### src/rtl/imem_fetch_ctrl.sv
// Instruction-fetch sequencer: owns the PC, tracks reads through a MEM_LAT tag pipe, buffers words for decode.
// Issue-to-if_valid latency is MEM_LAT cycles; issue stalls unless in-flight + buffered < FIFO_DEPTH.
module imem_fetch_ctrl #(
    parameter logic [31:0] RESET_PC   = 32'h0000_0000,
    parameter int unsigned MEM_LAT    = 1,
    parameter int unsigned FIFO_DEPTH = 2
) (
    input  logic        clk,
    input  logic        rst_n,
    input  logic        fetch_en,
    output logic [31:0] imem_addr,
    input  logic [31:0] imem_rdata,
    input  logic        redirect_i,
    input  logic [31:0] redirect_pc,
    output logic        if_valid,
    input  logic        if_ready,
    output logic [31:0] if_instr,
    output logic [31:0] if_pc,
    output logic        busy
);

    localparam int PW = $clog2(FIFO_DEPTH);
    localparam int CW = $clog2(FIFO_DEPTH + MEM_LAT) + 1;

    typedef enum logic {IDLE, RUN} state_t;

    state_t         state_q;
    logic [31:0]    pc_q;
    logic           epoch_q;
    logic [31:0]    fifo_instr_q [FIFO_DEPTH];
    logic [31:0]    fifo_pc_q    [FIFO_DEPTH];
    logic [PW-1:0]  rd_ptr_q;
    logic [PW-1:0]  wr_ptr_q;
    logic [PW:0]    cnt_q;

    logic           issue;
    logic           ret_vld;
    logic [31:0]    ret_pc;
    logic           ret_epoch;
    logic [CW-1:0]  inflight;
    logic           pipe_busy;
    logic           enq;
    logic           deq;

    assign imem_addr = pc_q;
    assign if_valid  = (cnt_q != '0);
    assign if_instr  = if_valid ? fifo_instr_q[rd_ptr_q] : 32'h0;
    assign if_pc     = if_valid ? fifo_pc_q[rd_ptr_q]    : 32'h0;
    assign deq       = if_valid & if_ready;
    assign issue     = (state_q == RUN) && !redirect_i &&
                       ((inflight + CW'(cnt_q)) < CW'(FIFO_DEPTH));
    assign enq       = ret_vld && (ret_epoch == epoch_q) && !redirect_i;
    assign busy      = issue | pipe_busy | (cnt_q != '0);

    // With MEM_LAT = 1 the memory answers in the issue cycle, so the tag never needs a register.
    if (MEM_LAT == 1) begin : g_comb
        assign ret_vld   = issue;
        assign ret_pc    = pc_q;
        assign ret_epoch = epoch_q;
        assign inflight  = '0;
        assign pipe_busy = 1'b0;
    end else begin : g_pipe
        localparam int NS = MEM_LAT - 1;
        logic [NS-1:0] vld_q;
        logic [31:0]   tpc_q [NS];
        logic [NS-1:0] tep_q;

        always_ff @(posedge clk or negedge rst_n) begin
            if (!rst_n) begin
                vld_q <= '0;
                tep_q <= '0;
                for (int i = 0; i < NS; i++) tpc_q[i] <= 32'h0;
            end else begin
                vld_q[0] <= issue;
                tpc_q[0] <= pc_q;
                tep_q[0] <= epoch_q;
                // Killing stale tags on redirect keeps back-to-back redirects from aliasing the 1-bit epoch.
                for (int i = 1; i < NS; i++) begin
                    vld_q[i] <= vld_q[i-1] & ~redirect_i;
                    tpc_q[i] <= tpc_q[i-1];
                    tep_q[i] <= tep_q[i-1];
                end
            end
        end

        always_comb begin
            inflight = '0;
            for (int i = 0; i < NS; i++) inflight = inflight + CW'(vld_q[i]);
        end

        assign ret_vld   = vld_q[NS-1];
        assign ret_pc    = tpc_q[NS-1];
        assign ret_epoch = tep_q[NS-1];
        assign pipe_busy = |vld_q;
    end

    always_ff @(posedge clk or negedge rst_n) begin
        if (!rst_n) begin
            state_q  <= IDLE;
            pc_q     <= RESET_PC;
            epoch_q  <= 1'b0;
            rd_ptr_q <= '0;
            wr_ptr_q <= '0;
            cnt_q    <= '0;
            for (int i = 0; i < FIFO_DEPTH; i++) begin
                fifo_instr_q[i] <= 32'h0;
                fifo_pc_q[i]    <= 32'h0;
            end
        end else begin
            case (state_q)
                IDLE:    if (fetch_en)  state_q <= RUN;
                RUN:     if (!fetch_en) state_q <= IDLE;
                default:                state_q <= IDLE;
            endcase

            if (redirect_i) begin
                pc_q    <= {redirect_pc[31:2], 2'b00};
                epoch_q <= ~epoch_q;
            end else if (issue) begin
                pc_q    <= pc_q + 32'd4;
            end

            if (enq) begin
                fifo_instr_q[wr_ptr_q] <= imem_rdata;
                fifo_pc_q[wr_ptr_q]    <= ret_pc;
            end

            // A transfer in the redirect cycle still completes; everything behind it is flushed.
            if (redirect_i) begin
                rd_ptr_q <= rd_ptr_q + PW'(deq);
                wr_ptr_q <= rd_ptr_q + PW'(deq);
                cnt_q    <= '0;
            end else begin
                if (enq) wr_ptr_q <= wr_ptr_q + PW'(1);
                if (deq) rd_ptr_q <= rd_ptr_q + PW'(1);
                cnt_q <= cnt_q + (PW+1)'(enq) - (PW+1)'(deq);
            end
        end
    end

    a_no_overflow: assert property (@(posedge clk) disable iff (!rst_n)
        !(enq && !deq && (cnt_q == (PW+1)'(FIFO_DEPTH))))
        else $error("imem_fetch_ctrl: output FIFO overflow");

endmodule

### config.mk
export PLATFORM = sky130hd
export DESIGN_NAME = imem_fetch_ctrl
export DESIGN_NICKNAME = d
export VERILOG_FILES = /design/src/rtl/imem_fetch_ctrl.sv
export SDC_FILE = /design/constraint.sdc
export NUM_CORES = 1
export LEC_CHECK = 0
export BUFFER_PORTS_ARGS = -buffer_cell sky130_fd_sc_hd__buf_4
export CAP_MARGIN = 20
export CELL_PAD_IN_SITES_DETAIL_PLACEMENT = 0
export CELL_PAD_IN_SITES_GLOBAL_PLACEMENT = 1
export CORE_AREA = 3 3 141 143
export DETAILED_ROUTE_END_ITERATION = 10
export DIE_AREA = 0 0 144 146
export PLACE_DENSITY_LB_ADDON = 0.1
export SLEW_MARGIN = 20
export SYNTH_ARGS = -nofsm -noshare
export SYNTH_HDL_FRONTEND = slang
export SYNTH_SLANG_ARGS = --single-unit
### constraint.sdc
create_clock -name clk -period 2.08 [get_ports clk]
set_input_delay 0.208 -clock clk [delete_from_list [all_inputs] [get_ports clk]]
set_output_delay 0.208 -clock clk [all_outputs]
set_load 0.05 [all_outputs]
After elaboration in Yosys (flattened, before gate mapping):

Cells that the tools add are included.

* $add $sub $neg: 6
* reduce and logical (&&, ||, !) cells: 9
* magnitude comparators: 4
* muxes and demuxes: 20
* bitwise logic cells: 4

Operators with widths (number)
* 32-bit two-way mux: 11
* 64-bit bitwise mux: 2
* 32-bit by 3-bit adder with 32-bit output (second input constant): 1
* 32-bit demux with 1-bit select: 1
* 2-bit nonzero test: 4
* 1-bit two-way mux: 5
* 2-bit greater-or-equal comparator (second input constant): 2
* 1-bit logical AND: 4
* 1-bit NOT with 2-bit output: 2
* 1-bit adder (second input constant): 2
* 2-bit by 1-bit adder with 2-bit output: 1
* 2-bit by 1-bit less-than comparator with 1-bit output (second input constant): 1
* 2-bit less-than comparator (second input constant): 1
* 2-bit two-way mux: 1
* 2-bit by 1-bit subtractor with 2-bit output: 1
* 1-bit adder: 1
* 1-bit bitwise AND: 1
* 1-bit logical NOT: 1
* 1-bit bitwise OR: 1

* bits in registers: 165
* output and inout port bits: 98
* word-level logic and storage cells: 52
* input port bits: 69

Logic depth before layout (Yosys ltp):

Gate-level depths: netlist (run 1).

* word-level depth: 7
* depth in mapped cells: 8
* gate-level depth less buffers: 8

Worst setup path before layout (run 1):

OpenSTA, ideal clock, no wires.

* kind: register to register
* from: register cnt_q[1]
* to: register cnt_q[0]
* cell stages (with the launch flop): 8
* required time: 1.949 ns
* period minus slack after synthesis: 2.148 ns
* setup time: 0.131 ns
* path buffers: 0
* path slack: -0.068 ns
* arrival time: 2.017 ns
* cells stage by stage: dfrtp_1 > nor2_1 > inv_1 > and2_1 > ha_1 > inv_1 > ha_1 > nor2b_1

* elaborated cells between the ends (all ways): 8
* classes of those cells: 2 x add/sub; 1 x order compare; 1 x mux; 1 x bitwise; 3 x reduce/logical

RTL lines
* start: declaration: RTL line 34 `logic [PW:0] cnt_q;`
* start signal: assignment: RTL line 136 `cnt_q <= cnt_q + (PW+1)'(enq) - (PW+1)'(deq);`
* 2-bit nonzero test: RTL line 46 `assign if_valid = (cnt_q != '0);`
* net if_valid: RTL line 15 `output logic if_valid,`
* 1-bit bitwise AND: RTL line 49 `assign deq = if_valid & if_ready;`
* 2-bit by 1-bit subtractor with 2-bit output: RTL line 136
* 2-bit two-way mux: RTL line 129 `if (redirect_i) begin`

The timed path passes the listed nets, and every way through them passes these cells.
A chain may end at the register's enable or synchronous reset.

Final worst setup path (run 1):

* from: register rd_ptr_q
* to: output port if_instr[17]

* word-level cells in the longest chain between the ends: 5

RTL lines
* start: declaration: RTL line 32 `logic [PW-1:0] rd_ptr_q;`
* start signal: assignment: RTL line 130 `rd_ptr_q <= rd_ptr_q + PW'(deq);`
* start signal: assignment: RTL line 135 `if (deq) rd_ptr_q <= rd_ptr_q + PW'(1);`
* 1-bit NOT with 2-bit output (not written as such): RTL line 47 `assign if_instr = if_valid ? fifo_instr_q[rd_ptr_q] : 32'h0;`
* 32-bit two-way mux (not written as such) (3 in a row): RTL line 47
* 32-bit two-way mux: RTL line 47
* end: declaration: RTL line 17 `output logic [31:0] if_instr,`

No other way between the ends. The select of a mux whose other input is x is not followed.

==> key figures, run 1 <==
Timing
  – RSZ-0062 raised after global routing: no
  – Final Hold Vio Count: 0
  – Tcrit/Tclk final: 94.5%
  – Slew HR: about three fifths
  – Final hold slack: roughly 0.016 ns
  – Final setup fails: 0
  – Skew final: 0.00665 ns
  – F_max: 0.509 GHz
  – TNS Setup: 0 ns
  – Min cycle time layout: 1.97 ns
  – Slew @ Worst Pin: about 0.57 ns
  – Setup ws final: ~0.11 ns
  – Max Slew Vio Count: 0

Synthesis
  – Yosys warns: 0
  – Yosys cell types: 33
  – Mapped Cells: approximately 610
  – Post-synth top area share: 53.3%
  – Compound-Gate Fraction of Synth Area: 1.93%
  – Post-Syn Area per Cell: 12.3 um^2
  – Mapped Area: 7460 um^2
  – Main combinational cell family by area after synthesis: multiplexers
  – Register area share after synthesis: around 53%
  – Post-synth top area cell: dfrtp_1
  – XOR/XNOR Fraction of Synth Area: 3.87%
  – Post-synthesis simple-gate area fraction: 10.1%
  – #FFs+latches synth: 159
  – Mux contribution to synthesized area: ~28%
  – Synth Area in Adders: 0.503%
  – Ranking of synthesized cells by area: dfrtp_1 (53%), mux2_2 (19%), mux2i_1 (8.5%), nor2_1 (3.5%), xor2_1 (2.3%)

Layout
  – Antenna fix cells: 0
  – Area of the multi-input gates: between 3000 and 4000 um^2
  – Commonest cells after routing, fill and taps aside: buf_4 (177), dfrtp_1 (151), mux2_2 (125), nor2_1 (69), mux2i_1 (63)
  – Fin nets: 862
  – Most common cell after layout, fill and taps aside: buf_4
  – Layout area overhead: 32.2%
  – Share of cells above drive strength 1: 44.9%
  – Fillcell total: 1625
  – Reg area: 3990 um^2

Critical path
  – Crit Path Class: flop to primary output
  – Worst-path maximum fanout: 13
  – Worst EP required: 1.87 ns
  – CP arrival: 1.76 ns
  – Cell mode on critical path: buf_4
  – Crit path largest cell delay: 0.58 ns
  – Slowest library cell on the worst path: dfrtp_4
  – CP Launch Type: flop
  – CP endpoint kind: primary output
  – Crit-path cells: buf_4, mux2i_1, nor2_1, buf_4

Clock tree
  – Cts repair resizes: 0
  – Htree depth: 4
  – Clock buffer depth: 2
  – Worst-path clk slew: 0.06 ns
  – Root Buffer: clkbuf_16
  – CTS tree: done
  – Clock sinks: 159
  – Clk Latency, worst-skew pair: 0.41 ns
  – TritonCTS Buffers: 17

Floorplan
  – Core area: 18700 um^2
  – Die Y: approximately 150 um
  – Width of the chip: 144 um
  – Starting Density: ~40%
  – Cell Rows: 50
  – I/O pin count: 167
  – Die Area: 21000 um^2

Detailed routing
  – Initial DRC count: 206
  – Wire length per cell: 17.5 um
  – DRC viols: 0
  – Iteration count of the initial detailed-routing pass: 5
  – Via density: 4.96
  – Final WL: between 15000 and 20000 um
  – Via count: 5138
  – Detail Route Antenna Nets: 0

Global route
  – GRT Overall Usage: 17.5%
  – Grt total ovfl: 0
  – Initial antenna violation count: 0
  – Number of global-route vias before repair: 5418
  – Largest net degree at the start of global routing: 64
  – First-pass GRT wire length: about 29000 um

Outcome
  – Outcome: complete, no violations

Place
  – Port Buffers: 160
  – RePlAce Congestion: 0.796
  – Setup WS pre-CTS: 0.125 ns
  – Hpwl dp: 12100 um

Power
  – Pleak: about 4.6 nW
  – Pwr dens: 1630 nW/um^2
  – VDD IR-drop max: about 0.9 mV

Hold path
  – Worst hold path type: input pin to flop

Flow run
  – Max Cap Viol: 0
[cells in the mapped netlist (all sizes together)]
master / count
nand4b: 1
conb: 1
inv: 4
o21ai: 28
nor2b: 2
and3: 4
clkbuf: 14
dfrtp: 159
nand2: 39
ha: 3
nor3: 3
mux2i: 63
nor4: 6
nand3b: 1
nand3: 8
and2b: 1
xnor2: 13
nand2b: 1
buf: 23
mux2: 127
nand4: 12
and2: 1
nor2: 72
xor2: 20
[what timing repair did]
item,CTS,global route
endpoints found under the setup margin,41,14
endpoints found under the hold margin,62,0
hold buffers,14,0
buffers inserted,1,4
cloned,0,0
[report_power, final]
| group | switching [mW] | leakage (nW) | internal, mW |
|---|---|---|---|
| combinational | 4.53 | 2.34 | 3.08 |
| clock | 1.20 | 0.304 | 2.12 |
| sequential | 0.778 | 1.91 | 4.41 |
[per-layer routing]
| layer | track usage [%] | vias to the layer above | wire (um) |
|---|---|---|---|
| met1 | 23.1 | 2531 | 8110 |
| li1 | - | 2458 | - |
| met4 | 5.46 | 0 | 267 |
| met3 | 4.21 | 19 | 947 |
| met5 | 0 | - | 0 |
| met2 | 28.4 | 130 | 8790 |
[through the flow]
step / instances / power, mW / utilization [%] / instance area (um^2)
6_report: 1036 / 16.1 / 52.7 / 9860
5_1_grt: 1036 / 17.0 / 52.7 / 9860
4_1_cts: 1032 / 16.3 / 52.6 / 9830
3_5_place_dp: 986 / 12.8 / 48.3 / 9040
3_3_place_gp: 986 / 12.6 / 48.3 / 9040
2_1_floorplan: 609 / 10.5 / - / 7480
[kinds of logic (layout without fill, tap and decap cells)]
group,Yosys count,after routing
adder cells (fa/ha/maj),3,3
flip-flops,159,159
XOR/XNOR,33,33
other,1,4
AND/OR/NAND/NOR,151,151
AO/OA/AOI/OAI,28,28
buffers and inverters,41,234
multiplexers,190,190
[cell type report]
cell class	count	share of cell area, %
Clock buffer	20	4.43
Clock inverter	11	1.93
Inverter	4	0.152
Tap cell	234	2.97
Timing Repair Buffer	199	16.5
Sequential cell	159	40.5
Multi-Input combinational cell	409	33.5
[sequential cells by signal, summed over array words and instances, names as in the netlist]
signal,count
fifo_pc_q,60
state_q,1
imem_addr,30
wr_ptr_q,1
fifo_instr_q,64
rd_ptr_q,1
cnt_q,2
[worst max-delay path: cells and delay by family (launching register included)]
family | cells | cell delay, ns
flops | 1 | 0.58
simple gates | 1 | 0.07
buf+inv | 2 | 0.47
mux | 1 | 0.22
[path summary, 6_finish.rpt]
kind / depth (start not counted) / end / from / slack [ns]
max: 4 / if_instr[17] / rd_ptr_q / 0.11
min: 3 / imem_addr[4] / redirect_pc[4] / 0.02
max reg2reg: 5 / imem_addr[24] / cnt_q[1] / 0.16
min in group asynchronous: 2 / fifo_instr_q[39] / rst_n / 0.32
max in group asynchronous: 3 / fifo_instr_q[60] / rst_n / 1.06
min reg2reg: 1 / fifo_instr_q[63] / fifo_instr_q[63] / 0.49
No activity file was read; power rests on OpenSTA's default activity.
==> run 2: changes to the inputs <==
--- a/config.mk
+++ b/config.mk
@@ -12,6 +12,7 @@
 export CORE_AREA = 3 3 141 143
 export DETAILED_ROUTE_END_ITERATION = 10
 export DIE_AREA = 0 0 144 146
+export HOLD_SLACK_MARGIN = 0.05
 export PLACE_DENSITY_LB_ADDON = 0.1
 export SLEW_MARGIN = 20
 export SYNTH_ARGS = -nofsm -noshare
==> key figures, run 2 (synthesized netlist as in run 1, its figures left out) <==
Outcome
  – Outcome: complete, no violations

Global route
  – Initial antenna violation count: 0 (unchanged)
  – Largest net degree at the start of global routing: 64 (unchanged)
  – Grt total ovfl: 0 (unchanged)
  – GRT Overall Usage: 17.8% (+0.34 points)
  – First-pass GRT wire length: 29400 um (+2.4%)
  – Number of global-route vias before repair: 5611 (+3.6%)

Timing
  – Min cycle time layout: 1.97 ns (+0.00838 ns)
  – Final Hold Vio Count: 0 (unchanged)
  – Tcrit/Tclk final: 94.9% (+0.40 points)
  – Slew @ Worst Pin: 0.588 ns (+0.0145 ns)
  – F_max: 0.507 GHz (-0.42%)
  – Slew HR: 60.8% (-0.96 points)
  – Final hold slack: 0.166 ns (+0.151 ns)
  – TNS Setup: 0 ns (unchanged)
  – Max Slew Vio Count: 0 (unchanged)
  – Skew final: 0.00593 ns (-0.000727 ns)
  – RSZ-0062 raised after global routing: no
  – Final setup fails: 0 (unchanged)

Critical path
  – CP Launch Type: flop
  – Crit Path Class: flop to primary output
  – Worst-path maximum fanout: 13 (unchanged)
  – Worst EP required: 1.87 ns (about the same)
  – Largest delay share family, worst path: flip-flops
  – CP endpoint kind: primary output
  – Buf/Inv on CP: 2 (unchanged)
  – Crit path largest cell delay: 0.59 ns (about the same)
  – Crit-path cells: buf_4, mux2i_1, nor2_1, buf_4
  – Cell mode on critical path: buf_4
  – Slowest library cell on the worst path: dfrtp_4
  – CP arrival: 1.77 ns (about the same)

Layout
  – Most common cell after layout, fill and taps aside: buf_4
  – Fin nets: 912 (+5.8%)
  – Max reg flops: 64 (unchanged)
  – Antenna fix cells: 0 (unchanged)
  – Commonest cells after routing, fill and taps aside: buf_4 (177), dfrtp_1 (151), mux2_2 (125), nor2_1 (69), dlygate4sd3_1 (64)
  – Reg area: 3990 um^2 (unchanged)
  – Post-route insts no fill: 1086 (+4.8%)
  – Share of cells above drive strength 1: 42.3% (-2.6 points)
  – Area of the multi-input gates: 3310 um^2 (unchanged)
  – Layout area overhead: 38.9%
  – Final Instance Area: 10400 um^2 (+5.1%)
  – Biggest register: fifo_instr_q
  – Fillcell total: 1581 (-2.7%)

Floorplan
  – I/O pin count: 167 (unchanged)
  – Die Area: 21000 um^2 (unchanged)
  – Core area: 18700 um^2 (unchanged)
  – Cell Rows: 50 (unchanged)
  – Width of the chip: 144 um (unchanged)
  – Starting Density: 39.9% (unchanged)
  – Die Y: 146 um (unchanged)

Detailed routing
  – Final WL: 18500 um (+2.1%)
  – Initial DRC count: 208 (+0.97%)
  – Via count: 5347 (+4.1%)
  – Wire length per cell: 17.0 um (-2.6%)
  – DRC viols: 0 (unchanged)
  – Via density: 4.92 (-0.72%)
  – Detail Route Antenna Nets: 0 (unchanged)
  – Iteration count of the initial detailed-routing pass: 4 (-1)

Clock tree
  – Worst-path clk slew: 0.06 ns (about the same)
  – CTS tree: done
  – Clock sinks: 159 (unchanged)
  – Htree depth: 4 (unchanged)
  – Root Buffer: clkbuf_16
  – TritonCTS Buffers: 17 (unchanged)
  – Clock buffer depth: 2 (unchanged)
  – Clk Latency, worst-skew pair: 0.41 ns (about the same)

Power
  – Int Pwr: 9.67 mW (+0.64%)
  – Clock share of power: 20.5% (about the same)
  – Pwr dens: 1560 nW/um^2 (-4.3%)
  – Flop pwr share: 32.0% (-0.2 points)
  – VDD IR-drop max: 0.887 mV (-0.18%)
  – Sw Share: 40.3% (-0.059 points)
  – Comb pwr share: 47.5% (+0.3 points)
  – Net load switching power: 6.53 mW (+0.39%)
  – Pleak: 4.76 nW (+4.6%)

Place
  – Port Buffers: 160 (unchanged)
  – RePlAce Congestion: 0.796 (unchanged)
  – DP Cell Count: 986 (unchanged)
  – Area post-placement: 9040 um^2 (unchanged)
  – Hpwl dp: 12100 um (unchanged)

Hold path
  – Worst hold path type: input pin to flop

Flow run
  – Max Cap Viol: 0 (unchanged)
==> run 2: through the flow <==
step / total power, mW / setup slack (ns) / utilization, %
after detailed placement: 12.8 / 0.125 / 48.3
after floorplan: 10.5 / 0.0134 / -
after global placement: 12.6 / 0.178 / 48.3
after CTS: 16.4 / 0.0261 / 55.2
after global routing: 17.1 / 0.0119 / 55.4
final: 16.2 / 0.106 / 55.4
==> run 2: final cells by class <==
| type | instances | share of cell area, % |
|---|---|---|
| clock inverter | 11 | 1.84 |
| tap | 234 | 2.83 |
| multi-input combinational | 409 | 31.9 |
| sequential | 159 | 38.5 |
| clock buffer | 20 | 4.21 |
| timing repair buffer | 249 | 20.5 |
| inverter | 4 | 0.145 |
==> run 2: what timing repair did <==
item | in CTS | in global routing
pin swaps | 0 | 0
setup buffers | 1 | 4
gates cloned | 0 | 0
endpoints found under the hold margin | 144 | 0
setup endpoints to repair | 41 | 14
hold buffers | 64 | 0
gates resized for setup | 0 | 0
==> run 2: power by group through the flow <==
stage               clock network (mW)  registers, mW  logic (mW)
floorplan                            0           5.18        5.34
global placement                     0           5.23        7.37
detailed placement                   0           5.33        7.48
CTS                               3.42           5.22        7.73
global route                      3.54           5.36        8.20
finish                            3.32           5.18        7.71
==> run 2: metal layers <==
layer	global-route usage, %	wire [um]	vias to the layer above
met3	3.88	826	23
met5	0	0	-
met4	6.03	347	0
met2	28.7	8890	132
li1	-	-	2559
met1	23.8	8430	2633
==> run 2: final timing paths <==
check	startpoint	endpoint	slack (ns)	cells past startpoint
min	if_ready	rd_ptr_q	0.17	3
max reg2reg	cnt_q[1]	imem_addr[24]	0.16	5
max in group asynchronous	rst_n	fifo_instr_q[51]	1.07	3
min in group asynchronous	rst_n	fifo_instr_q[39]	0.32	2
max	rd_ptr_q	if_instr[17]	0.11	4
min reg2reg	fifo_instr_q[63]	fifo_instr_q[63]	0.49	1
==> run 2: worst register-to-register path: cells and delay by family, from the launching register on <==
family          cells  cell delay, ns
compound gates      1            0.07
xor+xnor            1            0.18
flops               1            0.44
simple gates        3            1.10
==> run 3: changes to the inputs <==
--- a/config.mk
+++ b/config.mk
@@ -9,9 +9,9 @@
 export CAP_MARGIN = 20
 export CELL_PAD_IN_SITES_DETAIL_PLACEMENT = 0
 export CELL_PAD_IN_SITES_GLOBAL_PLACEMENT = 1
-export CORE_AREA = 3 3 141 143
+export CORE_AREA = 3 3 116 174
 export DETAILED_ROUTE_END_ITERATION = 10
-export DIE_AREA = 0 0 144 146
+export DIE_AREA = 0 0 119 177
 export HOLD_SLACK_MARGIN = 0.05
 export PLACE_DENSITY_LB_ADDON = 0.1
 export SLEW_MARGIN = 20
==> key figures, run 3 (synthesized netlist as in run 1, its figures left out) <==
Clock tree
  – CTS tree: done
  – Clk Latency, worst-skew pair: 0.42 ns (about the same)
  – Worst-path clk slew: 0.06 ns (about the same)
  – Clock sinks: 159 (unchanged)
  – Clock buffer depth: 2 (unchanged)
  – Htree depth: 4 (unchanged)
  – TritonCTS Buffers: 17 (unchanged)
  – Root Buffer: clkbuf_16

Power
  – Flop pwr share: 32.7% (+0.7 points)
  – Comb pwr share: 48.6% (+1.1 points)
  – Pleak: 4.72 nW (-0.85%)
  – Overall power: 15.8 mW (-2.4%)
  – Pwr dens: 1530 nW/um^2 (-2.2%)
  – Clock share of power: 18.7% (-1.8 points)
  – Int Pwr: 9.22 mW (-4.7%)
  – Sw Share: 41.7% (+1.4 points)
  – Net load switching power: 6.59 mW (+0.90%)
  – VDD IR-drop max: 0.699 mV (-21%)

Timing
  – Setup ws final: 0.128 ns (+0.0218 ns)
  – Slew @ Worst Pin: 0.581 ns (-0.00714 ns)
  – Tcrit/Tclk final: 93.9% (-1.0 points)
  – Skew final: 0.00819 ns (+0.00227 ns)
  – Slew HR: 61.3% (+0.48 points)
  – Max Slew Vio Count: 0 (unchanged)
  – Final Hold Vio Count: 0 (unchanged)
  – Min cycle time layout: 1.95 ns (-0.0218 ns)
  – F_max: 0.512 GHz (+1.1%)
  – Final setup fails: 0 (unchanged)
  – TNS Setup: 0 ns (unchanged)
  – RSZ-0062 raised after global routing: no

Outcome
  – Outcome: complete, no violations

Critical path
  – CP Launch Type: flop
  – Worst-path maximum fanout: 11 (-2)
  – Crit Path Class: flop to primary output
  – CP arrival: 1.74 ns (-0.03 ns)
  – CP endpoint kind: primary output
  – Worst EP required: 1.87 ns (about the same)

Layout
  – Layout area overhead: 38.6%
  – Commonest cells after routing, fill and taps aside: buf_4 (177), dfrtp_1 (151), mux2_2 (125), nor2_1 (69), dlygate4sd3_1 (64)
  – Fin util: 55.3% (-0.089 points)
  – Biggest register: fifo_instr_q
  – Fin nets: 914 (+0.22%)
  – Antenna fix cells: 0 (unchanged)
  – Max reg flops: 64 (unchanged)
  – Share of cells above drive strength 1: 42.5% (+0.25 points)
  – Most common cell after layout, fill and taps aside: buf_4
  – Final Instance Area: 10300 um^2 (-0.19%)
  – Fillcell total: 1649 (+4.3%)

Place
  – Hpwl dp: 12500 um (+3.5%)
  – Area post-placement: 9100 um^2 (+0.69%)
  – Setup WS pre-CTS: 0.142 ns (+0.0161 ns)
  – Port Buffers: 160 (unchanged)
  – RePlAce Congestion: 0.754 (-5.2%)

Floorplan
  – Starting Density: 39.9% (about the same)
  – I/O pin count: 167 (unchanged)
  – Cell Rows: 61 (+22%)
  – Die Y: 177 um (+21%)
  – Width of the chip: 119 um (-17%)
  – Core area: 18700 um^2 (about the same)
  – Die Area: 21100 um^2 (+0.19%)

Hold path
  – Worst hold path type: input pin to flop

Detailed routing
  – Initial DRC count: 216 (+3.8%)
  – Final WL: 18700 um (+1.3%)
  – Via count: 5424 (+1.4%)
  – DRC viols: 0 (unchanged)
  – Wire length per cell: 16.9 um (-0.52%)
  – Via density: 4.90 (-0.39%)
  – Detail Route Antenna Nets: 0 (unchanged)
  – Iteration count of the initial detailed-routing pass: 4 (unchanged)

Global route
  – Largest net degree at the start of global routing: 64 (unchanged)
  – Initial antenna violation count: 0 (unchanged)
  – First-pass GRT wire length: 30600 um (+3.8%)
  – Grt total ovfl: 0 (unchanged)
  – GRT Overall Usage: 18.3% (+0.50 points)
  – Number of global-route vias before repair: 5835 (+4.0%)

Flow run
  – Max Cap Viol: 0 (unchanged)
## run 3: cell types whose count changed in the layout (fill, tap and decap cells not counted), sizes merged
cell	delta
clkinvlp	+5
bufinv	-4
clkinv	-3
buf	+2
inv	+2
## run 3: power by group through the flow
| stage | registers, mW | logic, mW | clock network [mW] |
|---|---|---|---|
| finish | 5.17 | 7.68 | 2.96 |
| CTS | 5.20 | 7.73 | 3.06 |
| detailed placement | 5.30 | 7.54 | 0 |
| global route | 5.36 | 8.21 | 3.17 |
| global placement | 5.19 | 7.42 | 0 |
| floorplan | 5.18 | 5.34 | 0 |
## run 3: critical path, cell delays in order (launching register included)
cell and delay, ns:
dfrtp_4 0.56, buf_4 0.27, mux2i_1 0.23, nor2_1 0.06, buf_4 0.20
## run 3: area by class of cell
type | instances | area [um^2] | share of cell area (%)
well taps | 252 | 315 | 3.05
clock inverters | 11 | 110 | 1.06
multi-input cells | 409 | 3310 | 32.0
clock buffers | 20 | 447 | 4.32
inverters | 4 | 15.0 | 0.145
flip-flops and latches | 159 | 3990 | 38.6
repair buffers | 251 | 2160 | 20.8
## run 3: what timing repair did
| action | CTS | global route |
|---|---|---|
| hold endpoints to repair | 135 | 0 |
| pin swaps | 0 | 0 |
| resized for setup | 0 | 0 |
| hold buffers | 64 | 0 |
| setup endpoints to repair | 36 | 2 |
| setup buffers | 1 | 4 |
| gates cloned | 0 | 0 |
## run 3: metrics by stage
stage	cells	hold slack (ns)
after global placement	1006	0.151
after global routing	1106	0.187
after detailed placement	1006	0.165
final	1106	0.184
after CTS	1102	0.160
after floorplan	609	-0.0876
## run 3: per-layer routing
layer  vias up  wire length [um]  global-route usage [%]
li1       2548                 -                       -
met1      2746              7780                    21.7
met2       113             10200                    34.2
met3        17               591                    3.13
met4         0               208                    4.78
met5         -                 0                       0
## run 3: worst paths after layout
path	startpoint	to	slack, ns	depth (start not counted)
min in group asynchronous	rst_n	fifo_instr_q[47]	0.27	2
max in group asynchronous	rst_n	fifo_pc_q[52]	1.15	3
worst max-delay path	rd_ptr_q	if_instr[9]	0.13	4
worst min-delay path	if_ready	rd_ptr_q	0.18	3
worst max register to register	cnt_q[1]	imem_addr[22]	0.15	5
worst min register to register	fifo_pc_q[39]	fifo_pc_q[39]	0.49	1
